[config.mk]
export PLATFORM = sky130hd
export DESIGN_NAME = battleship_game_ctrl
export DESIGN_NICKNAME = d
export VERILOG_FILES = /design/src/rtl/battleship_pkg.sv /design/src/rtl/battleship_board.sv /design/src/rtl/battleship_game_ctrl.sv
export SDC_FILE = /design/constraint.sdc
export NUM_CORES = 1
export LEC_CHECK = 0
export ABC_AREA = 0
export ABC_CLOCK_PERIOD_IN_PS = 10650
export CORE_MARGIN = 2
export CORE_UTILIZATION = 50
export CTS_CLUSTER_SIZE = 24
export DETAILED_ROUTE_END_ITERATION = 6
export DONT_BUFFER_PORTS = 1
export PLACE_DENSITY = 0.63
export SLEW_MARGIN = 10
export SYNTH_ARGS = -nofsm -noshare
export SYNTH_HDL_FRONTEND = slang
export SYNTH_SLANG_ARGS = --single-unit
export TNS_END_PERCENT = 20
[constraint.sdc]
create_clock -name clk -period 10.65 [get_ports clk]
set_clock_uncertainty 0.1 [all_clocks]
set_input_delay 0.5325 -clock clk [delete_from_list [all_inputs] [get_ports clk]]
set_output_delay 0.5325 -clock clk [all_outputs]
set_load 0.03 [all_outputs]
[src/rtl/battleship_pkg.sv]
// Shared types for the Battleship controller and VGAMain colour decode.
// Cell codes, cursor overlay bit, board geometry, FSM states, coordinates.
package battleship_pkg;

  localparam int ROWS  = 5;
  localparam int COLS  = 5;
  localparam int NCELL = ROWS * COLS;

  // Bit 3 of a displayed cell marks the cursor; never stored in a board.
  localparam int CELL_CURSOR = 3;

  typedef enum logic [3:0] {
    CELL_EMPTY = 4'd0,
    CELL_SHIP  = 4'd1,
    CELL_MISS  = 4'd2,
    CELL_HIT   = 4'd3
  } cell_t;

  typedef enum logic [1:0] {
    ST_IDLE,
    ST_AIM,
    ST_RESOLVE,
    ST_OVER
  } state_t;

  typedef struct packed {
    logic [2:0] row;
    logic [2:0] col;
  } coord_t;

  function automatic logic [4:0] popcount(
    input logic [NCELL-1:0] m
  );
    logic [4:0] n;
    n = '0;
    for (int i = 0; i < NCELL; i++)
      n = n + 5'(m[i]);
    return n;
  endfunction

endpackage

[src/rtl/battleship_board.sv]
// One player's 5x5 board: map load, single shot write port, hit tracking.
// Ports: clk, rst, load+map, shot+pos, cells (stored codes), last_ship.
module battleship_board
  import battleship_pkg::*;
(
  input  logic                          clk,
  input  logic                          rst,
  input  logic                          load,
  input  logic [NCELL-1:0]              map,
  input  logic                          shot,
  input  coord_t                        pos,
  output logic [ROWS-1:0][COLS-1:0][3:0] cells,
  output logic                          last_ship
);

  logic [4:0] hits;
  logic [4:0] total;

  // High when one more hit sinks the final ship on this board.
  assign last_ship = (total != '0) &&
                     ((hits + 5'd1) == total);

  always_ff @(posedge clk) begin
    if (rst) begin
      cells <= '0;
      hits  <= '0;
      total <= '0;
    end else if (load) begin
      for (int r = 0; r < ROWS; r++)
        for (int c = 0; c < COLS; c++)
          cells[r][c] <= map[r*COLS+c] ?
                         CELL_SHIP : CELL_EMPTY;
      hits  <= '0;
      total <= popcount(map);
    end else if (shot) begin
      if (cells[pos.row][pos.col] == CELL_SHIP) begin
        cells[pos.row][pos.col] <= CELL_HIT;
        hits <= hits + 5'd1;
      end else if (cells[pos.row][pos.col] == CELL_EMPTY) begin
        cells[pos.row][pos.col] <= CELL_MISS;
      end
    end
  end

endmodule

[src/rtl/battleship_game_ctrl.sv]
// Battleship turn sequencer: cursor, shots, turn timer, game over, display.
// Ports: clk, rst, start, ship maps, move/fire buttons -> disp_matrix, status pulses.
module battleship_game_ctrl
  import battleship_pkg::*;
#(
  parameter int TURN_TICKS = 500_000_000
) (
  input  logic                          clk,
  input  logic                          rst,
  input  logic                          start,
  input  logic [NCELL-1:0]              ship_map_p0,
  input  logic [NCELL-1:0]              ship_map_p1,
  input  logic                          btn_up,
  input  logic                          btn_down,
  input  logic                          btn_left,
  input  logic                          btn_right,
  input  logic                          btn_fire,
  output logic [ROWS-1:0][COLS-1:0][3:0] disp_matrix,
  output logic                          active_player,
  output logic                          shot_hit,
  output logic                          shot_miss,
  output logic                          shot_reject,
  output logic                          turn_timeout,
  output logic                          game_over,
  output logic                          winner
);

  localparam int TW = (TURN_TICKS > 0) ?
                      $clog2(TURN_TICKS + 1) : 1;

  state_t      st;
  coord_t      cur;
  coord_t      tgt;
  coord_t      mv;
  logic [TW-1:0] tmr;

  logic [ROWS-1:0][COLS-1:0][3:0] cells0;
  logic [ROWS-1:0][COLS-1:0][3:0] cells1;
  logic [ROWS-1:0][COLS-1:0][3:0] tcells;
  logic [ROWS-1:0][COLS-1:0][3:0] lcells;
  logic [ROWS-1:0][COLS-1:0][3:0] disp_d;

  logic       last0, last1, tlast;
  logic       ld, we0, we1;
  logic [3:0] tcur, tres;
  logic       fresh, expire, res_ship;

  assign ld = start &&
              (st == ST_IDLE || st == ST_OVER) &&
              (|ship_map_p0) && (|ship_map_p1);

  // The shot lands on the opponent's board.
  assign we0 = (st == ST_RESOLVE) && active_player;
  assign we1 = (st == ST_RESOLVE) && !active_player;

  assign tcells = active_player ? cells0 : cells1;
  assign tlast  = active_player ? last0 : last1;
  assign lcells = winner ? cells0 : cells1;

  assign tcur  = tcells[cur.row][cur.col];
  assign fresh = (tcur == CELL_EMPTY) ||
                 (tcur == CELL_SHIP);

  assign tres     = tcells[tgt.row][tgt.col];
  assign res_ship = (tres == CELL_SHIP);

  assign expire = (TURN_TICKS != 0) &&
                  (tmr == TW'(TURN_TICKS - 1));

  battleship_board u_b0 (
    .clk       (clk),
    .rst       (rst),
    .load      (ld),
    .map       (ship_map_p0),
    .shot      (we0),
    .pos       (tgt),
    .cells     (cells0),
    .last_ship (last0)
  );

  battleship_board u_b1 (
    .clk       (clk),
    .rst       (rst),
    .load      (ld),
    .map       (ship_map_p1),
    .shot      (we1),
    .pos       (tgt),
    .cells     (cells1),
    .last_ship (last1)
  );

  // Several buttons may be pressed at once; first match wins.
  always_comb begin
    mv = cur;
    priority case (1'b1)
      btn_up:
        mv.row = (cur.row == 3'd0) ?
                 3'(ROWS - 1) : cur.row - 3'd1;
      btn_down:
        mv.row = (cur.row == 3'(ROWS - 1)) ?
                 3'd0 : cur.row + 3'd1;
      btn_left:
        mv.col = (cur.col == 3'd0) ?
                 3'(COLS - 1) : cur.col - 3'd1;
      btn_right:
        mv.col = (cur.col == 3'(COLS - 1)) ?
                 3'd0 : cur.col + 3'd1;
      default: ;
    endcase
  end

  always_comb begin
    disp_d = '0;
    unique case (st)
      ST_AIM, ST_RESOLVE: begin
        for (int r = 0; r < ROWS; r++)
          for (int c = 0; c < COLS; c++) begin
            disp_d[r][c] =
              (tcells[r][c] == CELL_SHIP) ?
              4'(CELL_EMPTY) : tcells[r][c];
            if (st == ST_AIM &&
                3'(r) == cur.row &&
                3'(c) == cur.col)
              disp_d[r][c][CELL_CURSOR] = 1'b1;
          end
      end
      ST_OVER: disp_d = lcells;
      default: ;
    endcase
  end

  always_ff @(posedge clk) begin
    if (rst) begin
      st            <= ST_IDLE;
      cur           <= '0;
      tgt           <= '0;
      tmr           <= '0;
      active_player <= 1'b0;
      shot_hit      <= 1'b0;
      shot_miss     <= 1'b0;
      shot_reject   <= 1'b0;
      turn_timeout  <= 1'b0;
      game_over     <= 1'b0;
      winner        <= 1'b0;
      disp_matrix   <= '0;
    end else begin
      shot_hit     <= 1'b0;
      shot_miss    <= 1'b0;
      shot_reject  <= 1'b0;
      turn_timeout <= 1'b0;
      disp_matrix  <= disp_d;
      unique case (st)
        ST_IDLE, ST_OVER: begin
          if (ld) begin
            active_player <= 1'b0;
            cur           <= '0;
            tmr           <= '0;
            game_over     <= 1'b0;
            st            <= ST_AIM;
          end
        end
        ST_AIM: begin
          if (btn_fire && fresh) begin
            tgt <= cur;
            st  <= ST_RESOLVE;
          end else begin
            if (btn_fire)
              shot_reject <= 1'b1;
            if (expire) begin
              turn_timeout  <= 1'b1;
              active_player <= ~active_player;
              cur           <= '0;
              tmr           <= '0;
            end else begin
              tmr <= tmr + TW'(1);
              if (!btn_fire)
                cur <= mv;
            end
          end
        end
        ST_RESOLVE: begin
          shot_hit  <= res_ship;
          shot_miss <= ~res_ship;
          if (res_ship && tlast) begin
            game_over <= 1'b1;
            winner    <= active_player;
            st        <= ST_OVER;
          end else begin
            active_player <= ~active_player;
            cur           <= '0;
            tmr           <= '0;
            st            <= ST_AIM;
          end
        end
        default: st <= ST_IDLE;
      endcase
    end
  end

endmodule
==> impl_metrics.csv <==
group,metric,value,unit
sta,fin_crit,4.513,ns
sta,finalSetupViolCount,0,
synthesis,syn_area_per_cell,8.719,µm²
synthesis,yosysTopAreaCell,"dfxtp_1",
clocking,cts_sinks,370,
setup_path,critPathLaunchType,"flip-flop",
setup_path,cp.required,11.00,ns
routing,ant_nets,0,
setup_path,crit_chain,"buf_4 > nor4b_1 > nor3_1 > o31ai_1 > a2111oi_2 > or4b_4 > nand2_2 > o32ai_1",
synthesis,ys_ff_latch,370,
sta,hold_ws,0.003376,ns
setup_path,path_max_fanout,75,
synthesis,synthTopCellsByCount,"dfxtp_1, nor2_1, mux2i_1, a21oi_1, and2_1",
clocking,cts_buffer_depth,3,
synthesis,synth-edff-count,0,
clocking,cts_hold_buf,2,
place,dp_hpwl,47360,µm
synthesis,syn_nets,2314,
die,die_w,199.1,µm
sta,rsz0062_at_grt,"no",
routing,viasPerCell,6.307,
power_and_ir_drop,leakagePower,7.326,nW
synthesis,yosysSeqAreaShare,38.91,%
synthesis,async_flop_share,0,%
routing,first_iter_violations,1798,
clocking,cts.htree.levels,2,
setup_path,rr_worst_depth,8,
power_and_ir_drop,power_frac_clock,34.2,%
synthesis,syn_inst,2183,
sta,period_share,42.38,%
die,die_area,39640,µm²
die,rows,71,
clocking,cts_setup_buffers,0,
setup_path,r2r_end,"cur[1]$_SDFFE_PP0P_",
synthesis,mappedNetlistArea,19030,µm²
setup_path,ff2ff_setup_slack,6.14,ns
power_and_ir_drop,p_comb_share,29.4,%
die,ios,165,
global_routing,track_usage,34.01,%
layout,regArea,7415,µm²
place,gp_congestion,1.009,
power_and_ir_drop,cellPowerDensity,204.1,nW/µm²
clocking,clkLatencyLatePin,0.60,ns
routing,vias,16721,
setup_path,worstPathArrival,4.86,ns
sta,worst_slew_pin_slew,1.360,ns
setup_path,slowest_stage,"buf_4",
power_and_ir_drop,seqPwrFrac,36.3,%
setup_path,reg2reg_from,"active_player$_SDFFE_PP0P_",
global_routing,grt_pass1_vias,15782,
synthesis,synth_top_area_share,38.91,%
layout,drive_above_1_share,7.430,%
setup_path,setup.worst_path.class,"flip-flop to flip-flop",
sta,slew_headroom,8.666,%
sta,hold_violations,0,
setup_path,startpoint,"active_player$_SDFFE_PP0P_",
global_routing,grt_first_pass_wirelength,100700,µm
clocking,cts_tree,"built",
layout,area_growth,8.907,%
routing,drt-total-wl,67200,µm
synthesis,yosys_warnings,0,
hold_path,whs_path_depth,2,
routing,dr.pass1.iters,7,
clocking,post_cts_resized,0,
layout,layout.nets,2240,
layout,fillCellCount,3419,
sta,slew_viol_final,0,
synthesis,yosysMostFrequentCell,"dfxtp_1",
routing,drc,6,
global_routing,grt_max_degree,102,
power_and_ir_drop,ir_worst_vdd,0.1532,mV
job,cap_violations,0,
global_routing,antenna_found_initial,0,
layout,multi_input_area,10560,µm²
sta,max_freq,221.6,MHz
setup_path,slowest_delay,0.83,ns
place,placed_cells,2567,
die,fp.coreArea,37580,µm²
sta,setup_tns,0,ns
die,initial_core_util,50.65,%
setup_path,cp-end-kind,"flip-flop",
synthesis,synth.top_cells.by_area,"dfxtp_1, mux2i_1, nor2_1",
routing,wl_per_cell,25.35,µm
hold_path,min-delay-start,"ship_map_p1[2]",
layout,layout.cells.non_filler,2651,
outcome,status,"finished, violations left",
power_and_ir_drop,p_total,4.232,mW
power_and_ir_drop,p_sw,1.499,mW
synthesis,synth_top_flop_cell,"dfxtp_1",
hold_path,min_path_type,"input pin to flip-flop",
power_and_ir_drop,swShare,35.43,%
synthesis,ys_types,88,
clocking,cts.reportedPaths.clkPinSlew,0.06,ns
layout,antenna_cells,0,
die,die_h,199.1,µm
outcome,violations,"design-rule violations",
global_routing,grt_overflow,0,
place,portBuffers,0,
clocking,cts_made_buffers,42,
power_and_ir_drop,p_int,2.732,mW
clocking,clock-root-buffer,"clkbuf_16",
==> power by group through the flow <==
| stage | Clock (mW) | Sequential [mW] | Combinational (mW) |
|---|---|---|---|
| global route | 1.53 | 1.54 | 1.37 |
| finish | 1.45 | 1.54 | 1.25 |
| floorplan | 0 | 1.51 | 0.948 |
| detailed placement | 0 | 1.56 | 1.22 |
| CTS | 1.47 | 1.53 | 1.23 |
| global placement | 0 | 1.56 | 1.19 |
==> worst max-delay path by stage <==
stage / end / slack [ns] / cells past startpoint
after floorplan: u_b0.total[3]$_SDFFE_PP0P_ / 6.17 / 17
after global placement: u_b0.total[3]$_SDFFE_PP0P_ / 6.04 / 17
after detailed placement: u_b0.total[3]$_SDFFE_PP0P_ / 5.99 / 17
after CTS: tmr[12]$_SDFFE_PP0P_ / 6.28 / 8
after global routing: tmr[5]$_SDFFE_PP0P_ / 5.89 / 9
final: cur[1]$_SDFFE_PP0P_ / 6.14 / 8
==> logic make-up after synthesis <==
| logic type | count (synthesis) | synth area share [%] |
|---|---|---|
| xor gates and xnor gates | 20 | 0.9203 |
| buffers and inverters | 266 | 5.863 |
| AOI/OAI and AO/OA | 477 | 16.74 |
| DFF | 370 | 38.91 |
| adders and majority gates | 73 | 6.218 |
| muxes | 192 | 11.03 |
| and+or+nand+nor | 785 | 20.32 |
==> layer usage <==
| metal | GRT usage (%) | vias up | routed length, µm |
|---|---|---|---|
| met2 | 51.48 | 814 | 29590 |
| met1 | 45.82 | 8078 | 28380 |
| met4 | 16.56 | 0 | 3564 |
| met3 | 7.646 | 203 | 5669 |
| met5 | 0 | - | 0 |
| li1 | - | 7626 | - |
==> per-stage QoR <==
stage | setup WS, ns | utilization (%) | cell area [µm²]
2_1_floorplan | 6.168 | - | 19030
3_3_place_gp | 6.039 | 51.19 | 19230
3_5_place_dp | 5.992 | 51.19 | 19230
4_1_cts | 6.280 | 54.98 | 20660
5_1_grt | 5.888 | 55.17 | 20730
6_report | 6.137 | 55.17 | 20730
==> worst max-delay path, delay by kind of cell (launching register included) <==
kind,cells,cell delay [ns]
buf+inv,1,0.83
compound gates,3,0.78
simple gates,4,1.95
flops,1,0.63
==> cell usage in the layout (no fill, tap or decap), drive strengths merged, types with 21 or more instances in the layout <==
| cell | netlist | final |
|---|---|---|
| inv | 112 | 115 |
| nand3 | 39 | 39 |
| ha | 37 | 37 |
| clkbuf | 105 | 58 |
| and2 | 113 | 113 |
| a31oi | 34 | 34 |
| nor3 | 58 | 58 |
| a211oi | 21 | 21 |
| dfxtp | 370 | 370 |
| a22oi | 58 | 58 |
| buf | 48 | 27 |
| a21oi | 142 | 142 |
| mux2 | 22 | 22 |
| fa | 36 | 36 |
| nand2 | 81 | 81 |
| o31ai | 27 | 27 |
| nor4 | 38 | 38 |
| o22ai | 25 | 25 |
| mux2i | 158 | 158 |
| nor2 | 347 | 347 |
| o21ai | 63 | 63 |
==> final cells by class <==
type / instances / area share [%]
tap: 511 / 3.084
clock inverter: 17 / 0.8450
sequential: 370 / 35.77
multi-input combinational: 1547 / 50.95
timing repair buffer: 35 / 1.461
clock buffer: 58 / 5.849
inverter: 113 / 2.046
Power figures use the tool's default switching activity.
